--- src/rtl/add_arb_pkg.sv ---
// Shared types and constants for the add_arbiter block: datapath width,
// 32-bit saturation limits and the output-stage state encoding.
package add_arb_pkg;

  localparam int W = 32;

  localparam logic [W-1:0] SAT_POS = 32'h7FFF_FFFF;
  localparam logic [W-1:0] SAT_NEG = 32'h8000_0000;

  typedef enum logic {
    OUT_EMPTY = 1'b0,
    OUT_FULL  = 1'b1
  } out_state_e;

endpackage

--- src/rtl/qadd.sv ---
// Combinational 32-bit signed saturating adder; o_sat flags a clamped sum.
module qadd
  import add_arb_pkg::*;
(
  input  logic [W-1:0] i_a,
  input  logic [W-1:0] i_b,
  output logic [W-1:0] o_sum,
  output logic         o_sat
);

  logic [W-1:0] raw;
  logic         pos_ovf;
  logic         neg_ovf;

  always_comb begin
    raw     = i_a + i_b;
    // Overflow is only possible when both operands share a sign the sum lost.
    pos_ovf = ~i_a[W-1] & ~i_b[W-1] &  raw[W-1];
    neg_ovf =  i_a[W-1] &  i_b[W-1] & ~raw[W-1];
    o_sat   = pos_ovf | neg_ovf;
    if (pos_ovf) begin
      o_sum = SAT_POS;
    end else if (neg_ovf) begin
      o_sum = SAT_NEG;
    end else begin
      o_sum = raw;
    end
  end

endmodule

--- src/rtl/rr_pick.sv ---
// Round-robin picker: first set request at or after i_ptr, wrapping N-1 -> 0.
module rr_pick #(
  parameter int N  = 4,
  parameter int IW = $clog2(N)
) (
  input  logic [N-1:0]  i_req,
  input  logic [IW-1:0] i_ptr,
  output logic [N-1:0]  o_gnt,
  output logic [IW-1:0] o_idx,
  output logic          o_any
);

  // One spare bit so ptr + offset never wraps before the modulo fold.
  logic [IW:0]   cand;
  logic [IW-1:0] cand_idx;

  always_comb begin
    o_gnt    = '0;
    o_idx    = '0;
    o_any    = 1'b0;
    cand     = '0;
    cand_idx = '0;
    for (int i = 0; i < N; i++) begin
      cand = {1'b0, i_ptr} + (IW+1)'(i);
      if (cand >= (IW+1)'(N)) begin
        cand = cand - (IW+1)'(N);
      end
      cand_idx = cand[IW-1:0];
      if (!o_any && i_req[cand_idx]) begin
        o_any           = 1'b1;
        o_idx           = cand_idx;
        o_gnt[cand_idx] = 1'b1;
      end
    end
  end

endmodule

--- src/rtl/add_arbiter.sv ---
// N_REQ requesters share one saturating adder through a round-robin arbiter
// feeding a one-entry result register. Optional macro: ADD_ARBITER_SAT_CNT_EN.
module add_arbiter #(
  parameter  int N_REQ = 4,
  parameter  int W     = add_arb_pkg::W,
  localparam int IW    = $clog2(N_REQ)
) (
  input  logic                    i_clk,
  input  logic                    i_rst_n,
  input  logic [N_REQ-1:0]        i_req,
  input  logic [N_REQ-1:0][W-1:0] i_a,
  input  logic [N_REQ-1:0][W-1:0] i_b,
  output logic [N_REQ-1:0]        o_gnt,
  output logic                    o_valid,
  input  logic                    i_ready,
  output logic [W-1:0]            o_result,
  output logic [IW-1:0]           o_id,
  output logic                    o_sat,
  output logic [15:0]             o_sat_cnt
);

  import add_arb_pkg::*;

  // Handshake: a result transfers on any edge with o_valid && i_ready; o_valid
  // never drops and o_result/o_id/o_sat never change while waiting for i_ready.

  out_state_e    state_q, state_d;
  logic [IW-1:0] ptr_q, ptr_d;
  logic [IW-1:0] id_q, id_d;
  logic [W-1:0]  result_q, result_d;
  logic          sat_q, sat_d;

  logic [N_REQ-1:0] pick_gnt;
  logic [IW-1:0]    pick_idx;
  logic             pick_any;
  logic             grant;
  logic [W-1:0]     win_a, win_b;
  logic [W-1:0]     sum;
  logic             sum_sat;

  rr_pick #(.N(N_REQ), .IW(IW)) u_pick (
    .i_req (i_req),
    .i_ptr (ptr_q),
    .o_gnt (pick_gnt),
    .o_idx (pick_idx),
    .o_any (pick_any)
  );

  qadd u_qadd (
    .i_a   (win_a),
    .i_b   (win_b),
    .o_sum (sum),
    .o_sat (sum_sat)
  );

  always_comb begin
    // The slot is free when empty or when the held result drains this edge.
    grant = i_rst_n && pick_any && ((state_q == OUT_EMPTY) || i_ready);
    o_gnt = grant ? pick_gnt : '0;
    win_a = i_a[pick_idx];
    win_b = i_b[pick_idx];
  end

  always_comb begin
    state_d  = state_q;
    ptr_d    = ptr_q;
    result_d = result_q;
    id_d     = id_q;
    sat_d    = sat_q;
    if (grant) begin
      state_d  = OUT_FULL;
      result_d = sum;
      id_d     = pick_idx;
      sat_d    = sum_sat;
      ptr_d    = (pick_idx == IW'(N_REQ-1)) ? '0 : pick_idx + 1'b1;
    end else if ((state_q == OUT_FULL) && i_ready) begin
      state_d = OUT_EMPTY;
    end
  end

  always_ff @(posedge i_clk or negedge i_rst_n) begin
    if (!i_rst_n) begin
      state_q  <= OUT_EMPTY;
      ptr_q    <= '0;
      result_q <= '0;
      id_q     <= '0;
      sat_q    <= 1'b0;
    end else begin
      state_q  <= state_d;
      ptr_q    <= ptr_d;
      result_q <= result_d;
      id_q     <= id_d;
      sat_q    <= sat_d;
    end
  end

  assign o_valid  = (state_q == OUT_FULL);
  assign o_result = result_q;
  assign o_id     = id_q;
  assign o_sat    = sat_q;

`ifdef ADD_ARBITER_SAT_CNT_EN
  logic [15:0] sat_cnt_q, sat_cnt_d;

  always_comb begin
    sat_cnt_d = sat_cnt_q;
    // Saturating event counter: sticks at all-ones instead of wrapping.
    if (grant && sum_sat && (sat_cnt_q != 16'hFFFF)) begin
      sat_cnt_d = sat_cnt_q + 16'd1;
    end
  end

  always_ff @(posedge i_clk or negedge i_rst_n) begin
    if (!i_rst_n) begin
      sat_cnt_q <= '0;
    end else begin
      sat_cnt_q <= sat_cnt_d;
    end
  end

  assign o_sat_cnt = sat_cnt_q;
`else
  assign o_sat_cnt = 16'h0000;
`endif

endmodule

--- config.mk ---
export PLATFORM = sky130hd
export DESIGN_NAME = add_arbiter
export DESIGN_NICKNAME = d
export VERILOG_FILES = /design/src/rtl/add_arb_pkg.sv /design/src/rtl/qadd.sv /design/src/rtl/rr_pick.sv /design/src/rtl/add_arbiter.sv
export SDC_FILE = /design/constraint.sdc
export NUM_CORES = 1
export LEC_CHECK = 0
export BUFFER_PORTS_ARGS = -buffer_cell sky130_fd_sc_hd__buf_4
export CAP_MARGIN = 25
export CORE_ASPECT_RATIO = 0.7
export CORE_UTILIZATION = 30
export DETAILED_ROUTE_END_ITERATION = 16
export HOLD_SLACK_MARGIN = 0.1
export PLACE_DENSITY_LB_ADDON = 0.08
export SYNTH_ARGS = -nofsm -noshare
export SYNTH_HDL_FRONTEND = slang
export SYNTH_HIERARCHICAL = 1
export SYNTH_SLANG_ARGS = --single-unit
--- constraint.sdc ---
create_clock -name i_clk -period 5.2 [get_ports i_clk]
set_input_delay 0.26 -clock i_clk [delete_from_list [all_inputs] [get_ports i_clk]]
set_output_delay 0.26 -clock i_clk [all_outputs]
set_load 0.05 [all_outputs]
# After elaboration in Yosys (flattened, before gate mapping)
# Index checks and enable logic that the tools add are counted.
[word_totals] regBits=38 inputBits=263 output_inout_bits=56 elab_cells=97
[op_classes] addsub=9 order_cmp=13 eq_ne=1 mux=42 n_bitwise=12 n_reduce_logical=15
[op_table] op="binary-select mux 32 bit (select 2 bit)" count=2
[op_table] op="2-to-1 mux 32 bit" count=4
[op_table] op="adder 32 bit" count=1
[op_table] op="2-to-1 mux 4 bit" count=5
[op_table] op="2-to-1 mux 2 bit" count=9
[op_table] op="< comparator 2 x 3 -> 1 bit (second input constant)" count=5
[op_table] op="2-to-1 mux 1 bit" count=14
[op_table] op="OR 4 bit" count=3
[op_table] op="logical AND 1 bit" count=10
[op_table] op="greater-or-equal comparator 3 bit (second input constant)" count=3
[op_table] op="binary-select mux 1 bit (select 2 bit)" count=4
[op_table] op="demux 1 bit (select 2 bit)" count=4
[op_table] op="greater-or-equal comparator 2 x 1 -> 1 bit (second input constant)" count=4
[op_table] op="subtractor 2 x 1 -> 2 bit (second input constant)" count=4
[op_table] op="adder 2 x 2 -> 3 bit (second input constant)" count=2
[op_table] op="AND 1 bit" count=4
[op_table] op="NOT 1 bit" count=4
[op_table] op="adder 2 x 1 -> 3 bit (second input constant)" count=1
[op_table] op="greater-or-equal comparator 2 x 3 -> 1 bit (second input constant)" count=1
[op_table] op="logical NOT 1 bit" count=3
[op_table] op="adder 2 x 1 -> 2 bit (second input constant)" count=1
[op_table] op="equality test 2 bit (second input constant)" count=1
[op_table] op="nonzero test 2 bit" count=1
[op_table] op="logical OR 1 bit" count=1
[op_table] op="OR 1 bit" count=1

# Logic depth before layout (Yosys ltp)
[logic_depth] ltp_word=21 mapped_depth=22

# Cells and area by module
# The synthesis kept the hierarchy.
[by_module_without_submodules] module="add_arbiter" instances=1 cells_each=185 area_per_inst_um2=3124.2 seq_area_each_um2=950.9
[by_module_without_submodules] module="qadd" instances=1 cells_each=321 area_per_inst_um2=2208.4 seq_area_each_um2=0.0
[by_module_without_submodules] module="rr_pick" instances=1 cells_each=45 area_per_inst_um2=421.7 seq_area_each_um2=0.0

# Least setup slack after synthesis
# OpenSTA, ideal clock, no wires.
[synth_path] path_kind="register -> register" startpoint="register ptr_q[0]" endpoint="register result_q[16] (netlist: o_result[16])" setup_ps=125 arrival_time_ps=4998 t_required_ps=5075 setup_slack_ps=77 path_stages_with_launch=23 path_buffers=6 cell_sequence="dfrtp_1 -> buf_6 -> inv_1 -> ha_1 -> mux4_2 -> buf_6 -> and2b_2 -> o21ai_0 -> o31ai_1 -> buf_6 -> buf_6 -> mux4_2 -> ha_1 -> buf_2 -> a211oi_2 -> o21ai_0 -> a221oi_2 -> nand2_1 -> o311a_4 -> a21boi_4 -> buf_4 -> o21ai_0 -> mux2_2"
[synth_between] elab_chain_len=21 word_cells_on_any_way=53 classes_between="add/sub: 8; order compare: 4; mux: 26; bitwise: 7; reduce/logical: 8"
[synth_lines] element="start, declared" line_no="add_arbiter.sv:28" text="logic [IW-1:0] ptr_q, ptr_d;"
[synth_lines] element="start signal, assigned" line_no="add_arbiter.sv:90" text="ptr_q <= ptr_d;"
[synth_lines] element="parallel branches: the longest is 13 deep, another holds adder 2 x 1 -> 3 bit"
[synth_lines] element="2-to-1 mux 2 bit *" line_no="rr_pick.sv:29" text="if (!o_any && i_req[cand_idx]) begin"
[synth_lines] element="named net pick_idx[0]" line_no="add_arbiter.sv:34" text="logic [IW-1:0] pick_idx;"
[synth_lines] element="binary-select mux 32 bit (select 2 bit) *" line_no="add_arbiter.sv:60" text="win_a = i_a[pick_idx];"
[synth_lines] element="2-to-1 mux 32 bit (implied by the code) *" line_no="add_arbiter.sv:60"
[synth_lines] element="named net win_a[28]" line_no="add_arbiter.sv:37" text="logic [W-1:0] win_a, win_b;"
[synth_lines] element="adder 32 bit *" line_no="qadd.sv:16" text="raw = i_a + i_b;"
[synth_lines] element="NOT 1 bit" line_no="qadd.sv:19" text="neg_ovf = i_a[W-1] & i_b[W-1] & ~raw[W-1];"
[synth_lines] element="AND 1 bit" line_no="qadd.sv:19"
[synth_lines] element="2-to-1 mux 32 bit" line_no="qadd.sv:23" text="end else if (neg_ovf) begin"
[synth_lines] element="2-to-1 mux 32 bit *" line_no="qadd.sv:21" text="if (pos_ovf) begin"
[synth_lines] element="named net sum[16]" line_no="add_arbiter.sv:38" text="logic [W-1:0] sum;"
[synth_lines] element="end signal, assigned" line_no="add_arbiter.sv:91" text="result_q <= result_d;"
[synth_lines] element="end, declared" line_no="add_arbiter.sv:30" text="logic [W-1:0] result_q, result_d;"
# Mark *: on every way through the listed nets, which the timed path passes. The select of a mux whose other input is x is not followed.
# A chain may end at the register's enable or synchronous reset.

# Worst setup path after layout
[layout_path] startpoint="register ptr_q[0]" endpoint="register result_q[24] (netlist: o_result[24])"
# The elaborated chain is that of the path after synthesis.

==> reports/results.ini <==
[detailed_routing]
drc = 0
routed_wl_um = 22300
vias_per_cell = 5.32
drt-initial-drc-count = 307
ant_nets = 0
vias = 6141
avgRoutedWirePerCell_um = 19.3
dr.pass1.iters = 5

[worst_setup_path]
worstSetupEndpoint = o_result[24]
worstSetupPathType = reg2reg
critPathMaxStageDelay_ps = 500
rr_startpoint = ptr_q[0]
rr_endpoint = o_result[24]
endpoint_kind = flop
crit_path_start = ptr_q[0]
crit_required_ps = 5370
slowest_stage = mux4_2
start_kind = flop
reg2reg_depth = 23
worstPathArrival_ps = 5270
r2r_slack_ps = 90
crit_chain = inv_2 > ha_4 > buf_4 > mux4_2 > nor2b_4 > nor2_2 > o31ai_4 > buf_12 > buf_4 > buf_16 > mux4_2 > ha_2 > a211oi_2 > o21ai_2 > a221oi_2 > buf_4 > buf_4 > nand2_1 > o311a_4 > a21boi_4 > buf_6 > o41ai_4 > mux2_2
cpMostUsedCell = buf_4
cp_max_fo = 9

[timing]
slew_headroom = 0.513
rsz0062_at_grt = yes
fmax_mhz = 196
hold_viol_final = 0
final_max_slew_viol_count = 0
worstMarginPinSlew_ps = 722
skew_ps = 6.91
fin_crit_ps = 5110
min_period_over_period = 0.982
fin_tns_setup_ps = 0
setup_viol = 0

[clocking]
cts.clk_slew.worst_paths_ps = 60
cts.path.max_buffers = 2
cts_buffers = 5
cts_tree = yes
clock_sinks = 38
htreeDepth = 2
clock-root-buffer = clkbuf_16
worstSkewPairLatency_ps = 290

[finish]
drive_above_1_share = 0.619
antenna_cells = 0
final_common_cell = buf_4
synthToLayoutAreaGrowth_pct = 63.5
nets = 1221
fillers = 1688
final_cell_mix = 383 x buf_4, 68 x mux4_2, 41 x o21ai_0, 38 x dfrtp_1, 37 x mux2_2
fin_cells = 1155

[synthesis]
synth_ff_type = dfrtp_1
synth-seq-cells = 38
yosysWarnings = 6
synthCells = 551
yosysUniqueCellTypes = 66
synth_area_sq_um = 5750
async_reset_ff_frac = 1.00
synthTopCellsByArea = mux4_2 26%, dfrtp_1 17%, ha_1 8.5%
yosysTopAreaCellShare = 0.258
yosysTopAreaCell = mux4_2
syn_avg_cell_area_sq_um = 10.4
synth_edf_count = 0
ys_seq_area_frac = 0.165

[floorplanning]
chipHeight_um = 118
coreArea_sq_um = 18400
core.rowCount = 41
initial_utilization = 0.312
die_w_um = 168
pin_count = 319
dieArea_sq_um = 19700

[placement]
dp_cells = 1117
port_buffers = 302
gp_congestion = 0.883
dp_hpwl_um = 17500

[global_routing]
grt_pass1_wl_um = 33400
grt_max_degree = 40
antenna_found_initial = 0
grtUsageTotal = 0.213
grt_pass1_vias = 6149
grt_overflow = 0

[min_path]
hold_class = in2reg

[run]
cap_violations = 0

[status]
status = finished, final reports clean

-- logic make-up after synthesis --
group	count (synthesis)	share of synthesized area
buffers and inverters	74	0.0774
XOR/XNOR	21	0.0320
multiplexers	110	0.349
AO/OA/AOI/OAI	160	0.192
AND/OR/NAND/NOR	107	0.0950
other	1	0.000652
adder cells (fa/ha/maj)	40	0.0883
flip-flops	38	0.165
-- through the flow --
| step | hold slack, ps | utilization | setup slack [ps] | instance area (sq um) |
|---|---|---|---|---|
| 5_1_grt | 177 | 0.511 | -76.8 | 9410 |
| 2_1_floorplan | -35.6 | - | 77.3 | 5810 |
| 3_5_place_dp | 280 | 0.467 | -438 | 8600 |
| 6_report | 178 | 0.511 | 93.6 | 9410 |
| 4_1_cts | 173 | 0.488 | 9.13 | 8990 |
| 3_3_place_gp | 261 | 0.467 | -363 | 8600 |
-- worst min-delay path by stage --
stage                 start           end  cells after the start  slack (ps)
finish              i_ready       o_valid                      2         180
global route        i_ready       o_valid                      2         180
CTS                 i_ready       o_valid                      2         170
detailed placement  i_rst_n  o_result[22]                      1         280
global placement    i_rst_n  o_result[26]                      1         260
floorplan           i_rst_n       o_id[0]                      0         -40
-- per-layer routing --
| metal | share of wire | global-route usage | up-vias |
|---|---|---|---|
| met2 | 0.46 | 0.348 | 215 |
| met1 | 0.48 | 0.308 | 3029 |
| met5 | 0 | 0 | - |
| met3 | 0.054 | 0.0309 | 10 |
| li1 | - | - | 2887 |
| met4 | 0.0051 | 0.0183 | 0 |
-- synthesized netlist by cell type (all sizes together), types with 10 or more instances --
master and number:
o21ai 51, a21oi 34, nand2 27, buf 50, xor2 13, ha 39
inv 20, dfrtp 38, a21o 10, nor2 28, mux4 68, mux2 39
-- registers in the layout, summed over array words and instances, names as in the netlist --
name	flops
o_valid	1
ptr_q	2
o_result	32
o_sat	1
o_id	2
-- worst max-delay path: cells and delay by family (launching register included) --
kind            cells  cell delay, ps
buf+inv             8            1200
fa+ha+maj           2             430
simple gates        3             270
compound gates      7            1590
mux                 3            1050
flops               1             410
-- cell type report --
class                           instances  area, sq um  share of cell area
Clock inverter                          3         68.8             0.00732
Inverter                               20         75.1             0.00798
Clock buffer                            5          125              0.0133
Tap cell                              236          295              0.0314
Multi-Input combinational cell        455         4720               0.501
Sequential cell                        38          951               0.101
Timing Repair Buffer                  398         3180               0.338
-- timing repair --
| action | CTS | global route |
|---|---|---|
| pin swaps | 9 | 11 |
| hold buffers | 1 | 0 |
| setup endpoints to repair | 33 | 32 |
| cloned | 2 | 2 |
| hold endpoints to repair | 38 | 0 |
| resized for setup | 17 | 48 |
| setup buffers | 7 | 18 |
Power is not shown: default switching activity piles up to over one toggle a cycle in this logic, so the estimate is an artifact.
